$ cat config.mk
export PLATFORM = sky130hd
export DESIGN_NAME = tx_burst_arbiter
export DESIGN_NICKNAME = d
export VERILOG_FILES = /design/src/rtl/tx_burst_arbiter.sv
export SDC_FILE = /design/constraint.sdc
export NUM_CORES = 1
export LEC_CHECK = 0
export ABC_AREA = 1
export CORE_MARGIN = 2
export CORE_UTILIZATION = 37
export CTS_BUF_LIST = sky130_fd_sc_hd__clkbuf_4 sky130_fd_sc_hd__clkbuf_8 sky130_fd_sc_hd__clkbuf_16
export CTS_CLUSTER_SIZE = 12
export DETAILED_ROUTE_END_ITERATION = 6
export PLACE_DENSITY_LB_ADDON = 0.3
export SLEW_MARGIN = 20
export SYNTH_ARGS = -nofsm -noshare
export SYNTH_HDL_FRONTEND = slang
export SYNTH_SLANG_ARGS = --single-unit
$ cat constraint.sdc
create_clock -name clk -period 4.4 [get_ports clk]
set_input_delay 1.32 -clock clk [delete_from_list [all_inputs] [get_ports clk]]
set_output_delay 1.32 -clock clk [all_outputs]
set_load 0.1 [all_outputs]
$ cat src/rtl/tx_burst_arbiter.sv
// ---------------------------------------------------------------------------
// tx_burst_arbiter
//
// Shares one 32-bit valid/ready transmit channel among NUM_REQ burst sources.
// One requester at a time owns the channel for a complete burst of BURST_LEN
// beats. Ownership rotates round-robin. A burst is abandoned when its owner
// keeps valid low for MAX_GAP consecutive cycles.
//
// Ports:
//   clk          rising-edge clock
//   rst          asynchronous, active-high reset
//   in_data      requester data, requester i in bits [32*i+31:32*i]
//   in_valid     per-requester valid
//   in_ready     per-requester ready (only the granted requester is ever acked)
//   out_data     shared channel data
//   out_valid    shared channel valid
//   out_ready    downstream ready
//   grant        one-hot grant, all zero while idle
//   busy         high while a burst is in progress
//   burst_done   one-cycle pulse after a full burst completes
//   burst_abort  one-cycle pulse after a burst is abandoned on timeout
// ---------------------------------------------------------------------------
module tx_burst_arbiter #(
   parameter int NUM_REQ   = 4,
   parameter int BURST_LEN = 8,
   parameter int MAX_GAP   = 16
) (
   input  logic                   clk,
   input  logic                   rst,
   input  logic [32*NUM_REQ-1:0]  in_data,
   input  logic [NUM_REQ-1:0]     in_valid,
   output logic [NUM_REQ-1:0]     in_ready,
   output logic [31:0]            out_data,
   output logic                   out_valid,
   input  logic                   out_ready,
   output logic [NUM_REQ-1:0]     grant,
   output logic                   busy,
   output logic                   burst_done,
   output logic                   burst_abort
);

   localparam int IDXW  = $clog2(NUM_REQ);
   localparam int BEATW = $clog2(BURST_LEN) + 1;

   localparam logic [IDXW-1:0]  LAST_REQ  = IDXW'(NUM_REQ - 1);
   localparam logic [BEATW-1:0] LAST_BEAT = BEATW'(BURST_LEN - 1);
   localparam logic [7:0]       GAP_LIMIT = 8'(MAX_GAP - 1);

   typedef enum logic {
      IDLE,
      BURST
   } state_t;

   state_t             state_q;
   logic [NUM_REQ-1:0] grant_q;
   logic [IDXW-1:0]    grantIdx_q;
   logic [IDXW-1:0]    lastGrant_q;
   logic [BEATW-1:0]   beatCnt_q;
   logic [7:0]         gapCnt_q;
   logic               busy_q;
   logic               burstDone_q;
   logic               burstAbort_q;

   logic [31:0]        reqData [NUM_REQ];
   logic               grantValid;
   logic               anyValid;
   logic               hiFound;
   logic [IDXW-1:0]    hiIdx;
   logic [IDXW-1:0]    loIdx;
   logic [IDXW-1:0]    pickIdx_d;

   // Unpack the flat data bus into one word per requester so the mux below
   // can be indexed directly by the registered grant index.
   always_comb begin
      for (int i = 0; i < NUM_REQ; i++) begin
         reqData[i] = in_data[32*i +: 32];
      end
   end

   // Round-robin pick: the lowest valid requester above the last winner,
   // otherwise wrap around to the lowest valid requester overall. Scanning
   // downwards lets the final write in each category be the lowest index.
   always_comb begin
      hiFound = 1'b0;
      hiIdx   = '0;
      loIdx   = '0;
      for (int i = NUM_REQ - 1; i >= 0; i--) begin
         if (in_valid[i]) begin
            loIdx = IDXW'(i);
            if (i > int'(lastGrant_q)) begin
               hiFound = 1'b1;
               hiIdx   = IDXW'(i);
            end
         end
      end
      pickIdx_d = hiFound ? hiIdx : loIdx;
   end

   assign anyValid   = |in_valid;
   assign grantValid = in_valid[grantIdx_q];

   // Control FSM. Every control output is a register so that grant, busy and
   // the two pulses change only on clock edges. The status pulses default low
   // each cycle and are raised only on the edge that leaves BURST, which also
   // guarantees at least one IDLE cycle between consecutive bursts.
   always_ff @(posedge clk or posedge rst) begin
      if (rst) begin
         state_q      <= IDLE;
         grant_q      <= '0;
         grantIdx_q   <= '0;
         lastGrant_q  <= LAST_REQ;
         beatCnt_q    <= '0;
         gapCnt_q     <= '0;
         busy_q       <= 1'b0;
         burstDone_q  <= 1'b0;
         burstAbort_q <= 1'b0;
      end else begin
         burstDone_q  <= 1'b0;
         burstAbort_q <= 1'b0;
         unique case (state_q)
            IDLE: begin
               if (anyValid) begin
                  state_q    <= BURST;
                  grant_q    <= NUM_REQ'(1) << pickIdx_d;
                  grantIdx_q <= pickIdx_d;
                  busy_q     <= 1'b1;
                  beatCnt_q  <= '0;
                  gapCnt_q   <= '0;
               end
            end
            BURST: begin
               if (grantValid) begin
                  // Any cycle with valid high restarts the silence window,
                  // including cycles stalled by downstream backpressure.
                  gapCnt_q <= '0;
                  if (out_ready) begin
                     if (beatCnt_q == LAST_BEAT) begin
                        state_q     <= IDLE;
                        grant_q     <= '0;
                        busy_q      <= 1'b0;
                        lastGrant_q <= grantIdx_q;
                        beatCnt_q   <= '0;
                        burstDone_q <= 1'b1;
                     end else begin
                        beatCnt_q <= beatCnt_q + BEATW'(1);
                     end
                  end
               end else begin
                  if (gapCnt_q == GAP_LIMIT) begin
                     state_q      <= IDLE;
                     grant_q      <= '0;
                     busy_q       <= 1'b0;
                     lastGrant_q  <= grantIdx_q;
                     beatCnt_q    <= '0;
                     gapCnt_q     <= '0;
                     burstAbort_q <= 1'b1;
                  end else begin
                     gapCnt_q <= gapCnt_q + 8'd1;
                  end
               end
            end
            default: begin
               state_q <= IDLE;
               grant_q <= '0;
               busy_q  <= 1'b0;
            end
         endcase
      end
   end

   // Datapath steering follows the registered grant. While idle the grant
   // is zero, which forces every ready low and blanks the shared channel.
   assign out_valid   = busy_q & grantValid;
   assign out_data    = busy_q ? reqData[grantIdx_q] : 32'd0;
   assign in_ready    = out_ready ? grant_q : '0;

   assign grant       = grant_q;
   assign busy        = busy_q;
   assign burst_done  = burstDone_q;
   assign burst_abort = burstAbort_q;

endmodule

# Yosys cells after proc, flatten, opt, wreduce, memory -nomap -nowiden
# Cells that the tools add are included.
# W data, S select, Z words.
[totals] output_inout_bits=44 input_bits=135 word_cells=96 ff_bits=24
[op_classes] eq_ne=8 mux=62 bitwise_logic=3 reduce_logical=6 addsub=2 shifts=1 n_lt_le_gt_ge=5
[op_table] cell="$mux W32" count=3
[op_table] cell="$bmux W32 S2" count=1
[op_table] cell="$mux W4" count=10
[op_table] cell="$mux W2" count=15
[op_table] cell="$mux W1" count=24
[op_table] cell="$mux W8" count=3
[op_table] cell="$pmux W4 S2" count=2
[op_table] cell="$pmux W8 S2" count=1
[op_table] cell="$add A8 B1 Y8 const B" count=1
[op_table] cell="$eq A8 B4 Y1 const B" count=1
[op_table] cell="$reduce_and A4 Y1" count=2
[op_table] cell="$add A4 B1 Y4 const B" count=1
[op_table] cell="$eq A4 B3 Y1 const B" count=1
[op_table] cell="$gt A2 B2 Y1 const A" count=2
[op_table] cell="$ne A2 B2 Y1 const B" count=2
[op_table] cell="$pmux W1 S2" count=2
[op_table] cell="$reduce_or A4 Y1" count=1
[op_table] cell="$shl A1 B2 Y4 const A" count=1
[op_table] cell="$ge A3 B3 Y1 const B" count=1
[op_table] cell="$lt A2 B3 Y1 const B" count=1
[op_table] cell="$ne A3 B1 Y1 const B" count=1
[op_table] cell="$ne A3 B2 Y1 const B" count=1
[op_table] cell="$ne A3 B3 Y1 const B" count=1
[op_table] cell="$not A2 Y3" count=1
[op_table] cell="8 further kinds" count=8

# Logic depth before layout (Yosys ltp)
[logic_depth] ltp_word=11 mapped_depth=10 mapped_depth_nobuf=9

# Worst setup path after synthesis
# OpenSTA, ideal clock, no wires.
[synth_timing] path_kind="input to output" from="input in_data[10]" to="output out_data[10]" arrival_ns=2.994 path_slack_ns=0.086 required_time_ns=3.080 path_buffers=0 stages=4 cell_sequence="nor2_1 > nor2_1 > o21ai_0 > a21oi_1"
[synth_via] elab_chain_cells=4
[synth_lines] item="from (decl)" line_no="30" source="input logic [32*NUM_REQ-1:0] in_data,"
[synth_lines] item="$bmux W32 S2" line_no="174" source="assign out_data = busy_q ? reqData[grantIdx_q] : 32'd0;"
[synth_lines] item="$mux W32 (not written as such) (2 in a row)" line_no="174"
[synth_lines] item="$mux W32" line_no="174"
[synth_lines] item="to (decl)" line_no="33" source="output logic [31:0] out_data,"
# No other way between the ends. The select of a mux whose other input is x is not followed.

# Worst setup path after layout
[layout_timing] from="input in_valid[1]" to="output out_valid"
[layout_via] elab_chain_cells=3
[layout_lines] item="from (decl)" line_no="31" source="input logic [NUM_REQ-1:0] in_valid,"
[layout_lines] item="$bmux W1 S2" line_no="100" source="assign grantValid = in_valid[grantIdx_q];"
[layout_lines] item="$mux W1 (not written as such)" line_no="100"
[layout_lines] item="$and A1 B1 Y1" line_no="173" source="assign out_valid = busy_q & grantValid;"
[layout_lines] item="to (decl)" line_no="34" source="output logic out_valid,"
# No other way between the ends. The select of a mux whose other input is x is not followed.

==> impl_metrics.csv <==
group,metric,value,unit
run,maxCapViolations,0,
routing,drtIter0Drc,147,
sta,slew_headroom,0.325,
die,die_h,84.3,um
die,ios,179,
sta,fin_worst_skew,0.00565,ns
global_routing,grt_pass1_vias,3272,
cts,htreeDepth,1,
yosys,synthAdderAreaFrac,0.0105,
sta,setup_viol,0,
placed_design,dp_worst_setup_slack,0.498,ns
cts,cts_hold_buf,0,
routing,viasPerCell,5.23,
cts,cts.sinks,24,
layout,antennaDiodeCount,0,
yosys,yosys.area_share.simple,0.375,
worst_hold_path,holdPathStages,2,
placed_design,place_inst,653,
placed_design,place_area,4550,um2
sta,tightestPinTransition,1.01,ns
layout,layout.cells.non_filler,657,
cts,clkTransAtPathRegs,0.09,ns
routing,wl,10.4,mm
sta,fin_tns_setup,0,ns
yosys,yosysTopAreaCellShare,0.231,
yosys,yosysSeqAreaShare,0.253,
layout,area_growth_syn_to_layout,93.9,%
yosys,syn-cell-area,2380,um2
routing,drc,0,
routing,dr.pass1.iters,5,
sta,fin_crit_sh,0.892,
yosys,synth_area_leader_cell,"dfrtp_1",
layout,drive_gt1_frac,0.102,
yosys,synth_commonest_cells,"nor2_1, o21ai_0, nand2_1, a21oi_1, inv_1",
cts,cts_tree,"done",
routing,routedWlPerCell,15.8,um
critical_path,r2r-start,"grantIdx_q[0]$_DFFE_PP0P_",
routing,wl_met1,4.01,mm
cts,cts-root-buf,"clkbuf_8",
power_and_ir_drop,leakage,1.98,nW
global_routing,antenna_found_initial,0,
global_routing,grt_max_degree,68,
yosys,synth-xor-area-share,0.00735,
critical_path,r2r-end,"lastGrant_q[0]$_DFFE_PP1P_",
sta,maxSlewViolCount,0,
power_and_ir_drop,max-vdd-ir-drop,0.337,mV
yosys,syn-num-nets,557,
power_and_ir_drop,power_density,458,nW/um2
placed_design,gp_congestion,0.902,
global_routing,track_usage,0.280,
die,core_region_area,6280,um2
placed_design,hpwl,7.82,mm
yosys,yosysMostFrequentCell,"nor2_1",
outcome,status,"finished clean",
worst_hold_path,worstHoldStart,"busy$_DFFE_PP0P_",
critical_path,worst-path-max-fanout,6,
die,num_rows,29,
yosys,synth_ff_type,"dfrtp_1",
routing,vias,3436,
worst_hold_path,whs_endpoint,"busy$_DFFE_PP0P_",
critical_path,reg2reg_slack,2.33,ns
yosys,ys_warn_count,0,
yosys,syn_avg_cell_area,5.68,um2
die,fp.dieW,84.3,um
sta,fin_hold_ws,0.519,ns
yosys,synth_cell_type_count,28,
die,dieArea,7100,um2
yosys,synth_edf_count,0,
layout,fin_nets,718,
yosys,yosys_register_bits,24,
layout,n_fill_cell,509,
yosys,async_flop_share,1.00,
cts,clock_latency,0.27,ns
cts,cts.repair.resized,0,
critical_path,critPathArrivalTime,2.61,ns
yosys,synth_top_family_by_area,"simple AND/OR/NAND/NOR gates",
sta,fin_ws,0.474,ns
die,initial_core_util,0.380,
global_routing,grt-ovfl-total,0,
critical_path,startpoint_type,"primary input",
cts,cts_made_buffers,3,
sta,period_minus_slack,3.93,ns
yosys,synth_cells,420,
placed_design,portBuffers,178,
critical_path,cp.required,3.08,ns
sta,clock.fmax,0.255,GHz
critical_path,ff2ff_path_depth,9,
routing,wl_met2,4.95,mm
cts,cts_buffer_depth,2,
layout,multi_input_area,1570,um2
yosys,yosys-top-cells-area,"dfrtp_1, nor2_1, o21ai_0",
critical_path,path_class,"in -> out",
worst_hold_path,hp-class,"reg -> reg",
routing,wl_met3,1.04,mm
layout,seq_area,604,um2
routing,ant_nets,0,
sta,hold_violations,0,
critical_path,end_kind,"output port",
yosys,synth.area.mux_share,0,
cts,post-cts-setup-buffers,0,
layout,final_area,4620,um2
sta,rsz0062_at_grt,"false",
routing,dr.max_layer_used,"met4",
global_routing,grt_pass1_wl,16.4,mm
yosys,synth-compound-area-share,0.263,
==> power by group <==
part	leakage [nW]	internal (mW)	switching (mW)
clock	0.0357	0.122	0.0764
combinational	1.63	0.540	1.06
sequential	0.314	0.273	0.0466
==> layer usage <==
metal  GRT usage  up-vias
met5           0        -
met2       0.483      165
li1            -     1698
met3      0.0777       33
met4      0.0894        0
met1       0.339     1540
==> per-stage QoR <==
stage	utilization	power (mW)
CTS	0.737	2.12
detailed placement	0.725	1.92
floorplan	-	1.39
global route	0.737	2.26
finish	0.737	2.12
global placement	0.725	1.89
==> registers in the layout (all words and copies together) (netlist names) <==
name         flops
burst_abort      1
beatCnt_q        4
gapCnt_q         8
grant            4
lastGrant_q      2
burst_done       1
grantIdx_q       2
state_q          1
busy             1
==> final cells by class <==
| type | count | share of cell area |
|---|---|---|
| Timing Repair Buffer | 182 | 0.472 |
| Inverter | 28 | 0.0227 |
| Multi-Input combinational cell | 342 | 0.338 |
| Clock inverter | 1 | 0.00649 |
| Clock buffer | 3 | 0.00893 |
| Tap cell | 77 | 0.0208 |
| Sequential cell | 24 | 0.131 |
==> kinds of logic after synthesis <==
family | count (synthesis)
compound gates | 124
simple gates | 214
buf+inv | 54
fa+ha+maj | 2
xor+xnor | 2
flops | 24
==> worst max-delay path by stage <==
stage / startpoint / to / slack (ns) / cells past startpoint
after floorplan: in_data[10] / out_data[10] / 0.09 / 4
after global placement: in_data[73] / out_data[9] / 0.51 / 6
after detailed placement: in_valid[1] / out_valid / 0.50 / 6
after CTS: in_valid[3] / out_valid / 0.48 / 6
after global routing: in_valid[2] / out_valid / 0.39 / 6
final: in_valid[1] / out_valid / 0.47 / 6
==> critical path: stages <==
cell	delay (ns)
clkdlybuf4s50_1	0.53
nand2_1	0.09
nand3_2	0.16
nand2_4	0.11
nor2_1	0.20
buf_12	0.21
==> placed cells by master (no fill, tap or decap) <==
master | netlist | routed
or2_2 | 2 | 2
nand3_2 | 3 | 3
nand2_2 | 1 | 1
ha_1 | 2 | 2
dfrtp_2 | 0 | 1
nand4_1 | 7 | 7
buf_12 | 0 | 37
nand3_1 | 13 | 13
nand3b_1 | 2 | 2
dfrtp_1 | 22 | 21
buf_4 | 1 | 4
nand2_4 | 1 | 1
nor3_1 | 2 | 2
xor2_1 | 1 | 1
o22ai_1 | 2 | 2
a21oi_1 | 37 | 37
nand3_4 | 1 | 1
o21ai_0 | 73 | 73
nor2_1 | 139 | 139
inv_1 | 25 | 25
xnor2_1 | 1 | 1
dfstp_2 | 2 | 2
clkbuf_8 | 0 | 3
nand2_1 | 43 | 43
a21boi_0 | 1 | 1
inv_2 | 3 | 3
bufinv_16 | 0 | 1
o211ai_1 | 1 | 1
clkdlybuf4s50_1 | 0 | 141
o21ai_1 | 10 | 10
Power figures use the tool's default switching activity.
